**src/rtl/dc_offset_remover.sv**
```systemverilog
// dc_offset_remover: subtracts a leaky-integrator DC estimate from a signed
// sample stream and saturates the result to the stream width.
//
// Ports:
//   i_clk, i_resetn   clock, asynchronous active-low reset
//   iS_data, i_valid  signed input sample and its qualifier (no backpressure)
//   i_acq_restart     pulse that returns the estimator to SEED
//   oS_data, o_valid  registered DC-removed sample and its qualifier
//   o_locked          high while the estimator is in slow tracking
//   o_clip            high for an output sample that saturated; present only
//                     when DC_OFFSET_CLIP_FLAG_EN is defined
//
// Estimator phases: SEED loads the first sample, FAST converges with a
// short leak shift for ACQ_SAMPLES samples, TRACK follows with the long one.
module dc_offset_remover #(
  parameter int DATA_WIDTH  = 16,
  parameter int SHIFT       = 10,
  parameter int FAST_SHIFT  = 3,
  parameter int ACQ_SAMPLES = 64
) (
  input  logic                  i_clk,
  input  logic                  i_resetn,
  input  logic [DATA_WIDTH-1:0] iS_data,
  input  logic                  i_valid,
  input  logic                  i_acq_restart,
  output logic [DATA_WIDTH-1:0] oS_data,
  output logic                  o_valid,
  output logic                  o_locked
`ifdef DC_OFFSET_CLIP_FLAG_EN
  ,
  output logic                  o_clip
`endif
);

  localparam int DW = DATA_WIDTH;
  localparam int AW = DATA_WIDTH + SHIFT + 1;
  localparam int DS = SHIFT - FAST_SHIFT;
  localparam int CW = $clog2(ACQ_SAMPLES + 1);

  typedef enum logic [1:0] {
    SEED  = 2'd0,
    FAST  = 2'd1,
    TRACK = 2'd2
  } state_e;

  state_e        state_q;
  logic [AW-1:0] acc_q;
  logic [CW-1:0] cnt_q;
  logic [DW-1:0] data_q;
  logic          valid_q;
  logic          locked_q;
`ifdef DC_OFFSET_CLIP_FLAG_EN
  logic          clip_q;
`endif

  // Floor of acc / 2^SHIFT is simply its upper DW+1 bits.
  logic [DW:0]   est;
  logic [DW:0]   x_e;
  logic [DW:0]   err;
  logic          ovf;
  logic [DW-1:0] sat;
  logic [AW-1:0] err_x;
  logic [AW-1:0] seed_v;
  logic [CW-1:0] cnt_d;
  logic          acq_done;
  logic          do_seed;
  logic          do_fast;
  logic          do_track;

  always_comb begin
    est      = acc_q[AW-1:SHIFT];
    x_e      = {iS_data[DW-1], iS_data};
    err      = x_e - est;
    // Two top bits disagree: difference does not fit in DW bits.
    ovf      = err[DW] ^ err[DW-1];
    sat      = ovf ? {err[DW], {(DW-1){~err[DW]}}}
                   : err[DW-1:0];
    err_x    = {{SHIFT{err[DW]}}, err};
    seed_v   = {iS_data[DW-1], iS_data, {SHIFT{1'b0}}};
    cnt_d    = cnt_q + CW'(1);
    acq_done = (cnt_d == CW'(ACQ_SAMPLES));
    // Restart wins over any state for the sample it coincides with.
    do_seed  = i_acq_restart || (state_q == SEED);
    do_fast  = !i_acq_restart && (state_q == FAST);
    do_track = !i_acq_restart && (state_q == TRACK);
  end

  always_ff @(posedge i_clk or negedge i_resetn) begin
    if (!i_resetn) begin
      state_q  <= SEED;
      acc_q    <= '0;
      cnt_q    <= '0;
      data_q   <= '0;
      valid_q  <= 1'b0;
      locked_q <= 1'b0;
`ifdef DC_OFFSET_CLIP_FLAG_EN
      clip_q   <= 1'b0;
`endif
    end else begin
      valid_q <= i_valid;
`ifdef DC_OFFSET_CLIP_FLAG_EN
      clip_q  <= 1'b0;
`endif
      if (i_valid) begin
        unique case (1'b1)
          do_seed: begin
            acc_q    <= seed_v;
            cnt_q    <= '0;
            data_q   <= '0;
            state_q  <= FAST;
            locked_q <= 1'b0;
          end
          do_fast: begin
            acc_q    <= acc_q + (err_x << DS);
            cnt_q    <= cnt_d;
            data_q   <= sat;
`ifdef DC_OFFSET_CLIP_FLAG_EN
            clip_q   <= ovf;
`endif
            if (acq_done) begin
              state_q  <= TRACK;
              locked_q <= 1'b1;
            end
          end
          do_track: begin
            acc_q    <= acc_q + err_x;
            data_q   <= sat;
`ifdef DC_OFFSET_CLIP_FLAG_EN
            clip_q   <= ovf;
`endif
          end
          default: begin
            state_q  <= SEED;
            locked_q <= 1'b0;
          end
        endcase
      end else if (i_acq_restart) begin
        state_q  <= SEED;
        locked_q <= 1'b0;
      end
    end
  end

  assign oS_data  = data_q;
  assign o_valid  = valid_q;
  assign o_locked = locked_q;
`ifdef DC_OFFSET_CLIP_FLAG_EN
  assign o_clip   = clip_q;
`endif

endmodule

```
**config.mk**
```make
export PLATFORM = sky130hd
export DESIGN_NAME = dc_offset_remover
export DESIGN_NICKNAME = d
export VERILOG_FILES = /design/src/rtl/dc_offset_remover.sv
export SDC_FILE = /design/constraint.sdc
export NUM_CORES = 1
export LEC_CHECK = 0
export BUFFER_PORTS_ARGS = -buffer_cell sky130_fd_sc_hd__buf_2
export CORE_ASPECT_RATIO = 0.7
export CORE_MARGIN = 2
export CORE_UTILIZATION = 39
export DETAILED_ROUTE_END_ITERATION = 10
export PLACE_DENSITY = 0.67
export REMOVE_ABC_BUFFERS = 1
export SYNTH_ARGS = -nofsm -noshare
export SYNTH_HDL_FRONTEND = slang
export SYNTH_SLANG_ARGS = --single-unit
```
**constraint.sdc**
```tcl
create_clock -name i_clk -period 10.13 [get_ports i_clk]
set_clock_uncertainty 0.2 [all_clocks]
set_input_delay 0.5065 -clock i_clk [delete_from_list [all_inputs] [get_ports i_clk]]
set_output_delay 0.5065 -clock i_clk [all_outputs]
set_load 0.02 [all_outputs]
```
==> out/qor.csv <==
metric,value,unit
ys_top_cells_by_area,"dfrtp_1 (24%), ha_1 (14%), a21oi_1 (7.0%), xnor2_1 (5.1%), o21ai_0 (3.6%)",
hold_class,input port to async pin,
drive_above_1_share,0.107,
syn_inst,663,
grt_antenna_before_repair,0,
synth.avg_cell_area,8.28,um^2
synth_warnings,0,
ant_nets,0,
setup_viol,0,
grt_pass1_wl,27300,um
fin_setup_tns,0,ns
max_freq,184,MHz
synth.most_common_cell,a21oi_1,
cts_tree,done,
clock_path_buffers,2,
rows,36,
fp.coreArea,13800,um^2
crit_path_end_kind,flop,
gp_congestion,1.06,
synth_edf_count,0,
syn_to_final_growth,9.77,%
synth_top_area_share,0.242,
diodes,0,
cts_root_buf,clkbuf_16,
vias_per_cell,6.06,
ys_async_sr_fraction,1.00,
worst_pin_slew,0.904,ns
cp_max_fo,5,
vias,5343,
ff2ff_setup_slack,4.70,ns
worstRegToRegCells,19,
synthDistinctLibCells,70,
critical_path.startpoint,acc_q[10],
grt_max_degree,54,
rsz0062_at_grt,false,
hold_buffers,0,
netlist_top_cells_count,"a21oi_1 (77), ha_1 (61), dfrtp_1 (53)",
nNetsFinal,775,
cts-buffers-inserted,5,
pin_count,38,
cts_setup_buffers,0,
criticalPathCategory,flop to flop,
rr_startpoint,acc_q[10],
crit_required,10.09,ns
htree_levels,2,
hold_viol,0,
arrival,5.39,ns
endpoint,acc_q[26],
clock_latency,0.31,ns
routed_wl,17000,um
clock-sinks,53,
cts-resized-gates,0,
syn_area,5490,um^2
max-slew-margin-rel,0.397,
grt_pass1_vias,5098,
fin_crit_sh,0.536,
initial_core_util,0.397,
worst_setup_path_start_kind,flop,
die_w,146,um
hpwlAfterDp,12900,um
slew_violations,0,
ys_ff_latch,53,
yosysSeqAreaShare,0.242,
yosysTopAreaCell,dfrtp_1,
grt-ovfl-total,0,
synth_flop_cell,dfrtp_1,
path_clk_slew,0.08,ns
grt_use_total,0.229,
drcViolationCount,0,
drv_cap,0,
dieHeight,103,um
die_area,15100,um^2
firstDrtPassIters,5,
fin_crit,5.43,ns
r2r-end,acc_q[26],
drt_iter0_markers,568,
drt-wirelength-per-cell,19.3,um
placement.io_buffers,37,
status,completed,
routing by layer:
metal / GRT usage / wire length (um) / part of all wire
met1: 0.330 / 7980 / 0.47
met2: 0.348 / 7220 / 0.42
met3: 0.0456 / 1450 / 0.085
met4: 0.0716 / 376 / 0.022
met5: 0 / 0 / 0
logic make-up after synthesis:
logic type	count (synthesis)	share of synthesized area
buffers and inverters	60	0.0442
xor gates and xnor gates	53	0.0907
DFF	53	0.242
muxes	2	0.00365
AOI/OAI and AO/OA	259	0.322
and+or+nand+nor	172	0.148
adders and majority gates	64	0.150
cell usage in the layout (no fill, tap or decap), drive strengths merged, types with 12 or more instances in the layout:
| cell | synthesis | final |
|---|---|---|
| nand2 | 45 | 45 |
| o21ai | 45 | 45 |
| dfrtp | 53 | 53 |
| nand3 | 15 | 15 |
| xnor2 | 35 | 35 |
| ha | 61 | 61 |
| nor3 | 16 | 16 |
| a21oi | 78 | 78 |
| xor2 | 18 | 18 |
| o21a | 12 | 12 |
| a22oi | 20 | 20 |
| inv | 39 | 41 |
| buf | 7 | 42 |
| nor2 | 52 | 52 |
| a21o | 19 | 19 |
how the worst min path moves through the flow:
| stage | startpoint | endpoint | slack [ns] |
|---|---|---|---|
| global placement | acc_q[4] | acc_q[4] | 0.27 |
| global route | i_resetn | acc_q[3] | 0.21 |
| finish | i_resetn | acc_q[2] | 0.13 |
| detailed placement | acc_q[4] | acc_q[4] | 0.29 |
| floorplan | i_resetn | acc_q[0] | 0.01 |
| CTS | i_resetn | acc_q[2] | 0.18 |
state kept, by name, indices dropped and copies added (netlist names):
register  flops
acc_q        27
oS_data      16
cnt_q         7
state_q       2
o_valid       1
through the flow:
stage | cells | utilization | instance area (um^2) | setup WS [ns] | hold slack (ns)
floorplan | 642 | - | 5400 | 5.22 | 0.0109
finish | 882 | 0.436 | 6030 | 4.70 | 0.134
detailed placement | 874 | 0.425 | 5870 | 4.59 | 0.291
global route | 882 | 0.436 | 6030 | 4.44 | 0.207
CTS | 882 | 0.436 | 6030 | 4.77 | 0.177
global placement | 874 | 0.425 | 5870 | 4.76 | 0.273
worst max-delay path, cell delays in order (launching register included):
cell,delay (ns)
dfrtp_1,0.44
ha_1,0.20
inv_1,0.05
fa_1,0.42
a21oi_1,0.23
o211ai_1,0.17
o41ai_2,0.48
o21bai_1,0.17
a21o_1,0.21
a21oi_1,0.17
xnor2_1,0.19
ha_1,0.44
inv_1,0.10
or4_4,0.55
o311a_4,0.35
o311ai_4,0.28
xnor2_1,0.21
nor3_2,0.06
a211oi_1,0.23
o22ai_1,0.12
layout make-up:
cell class | instances | area (um^2)
Clock inverter | 3 | 28.8
Tap cell | 190 | 238
Clock buffer | 5 | 125
Sequential cell | 53 | 1330
Multi-Input combinational cell | 550 | 3940
Inverter | 39 | 146
Timing Repair Buffer | 42 | 223
Fill cell | 1350 | 7800
Power is not shown: default switching activity piles up to over one toggle a cycle in this logic, so the estimate is an artifact.
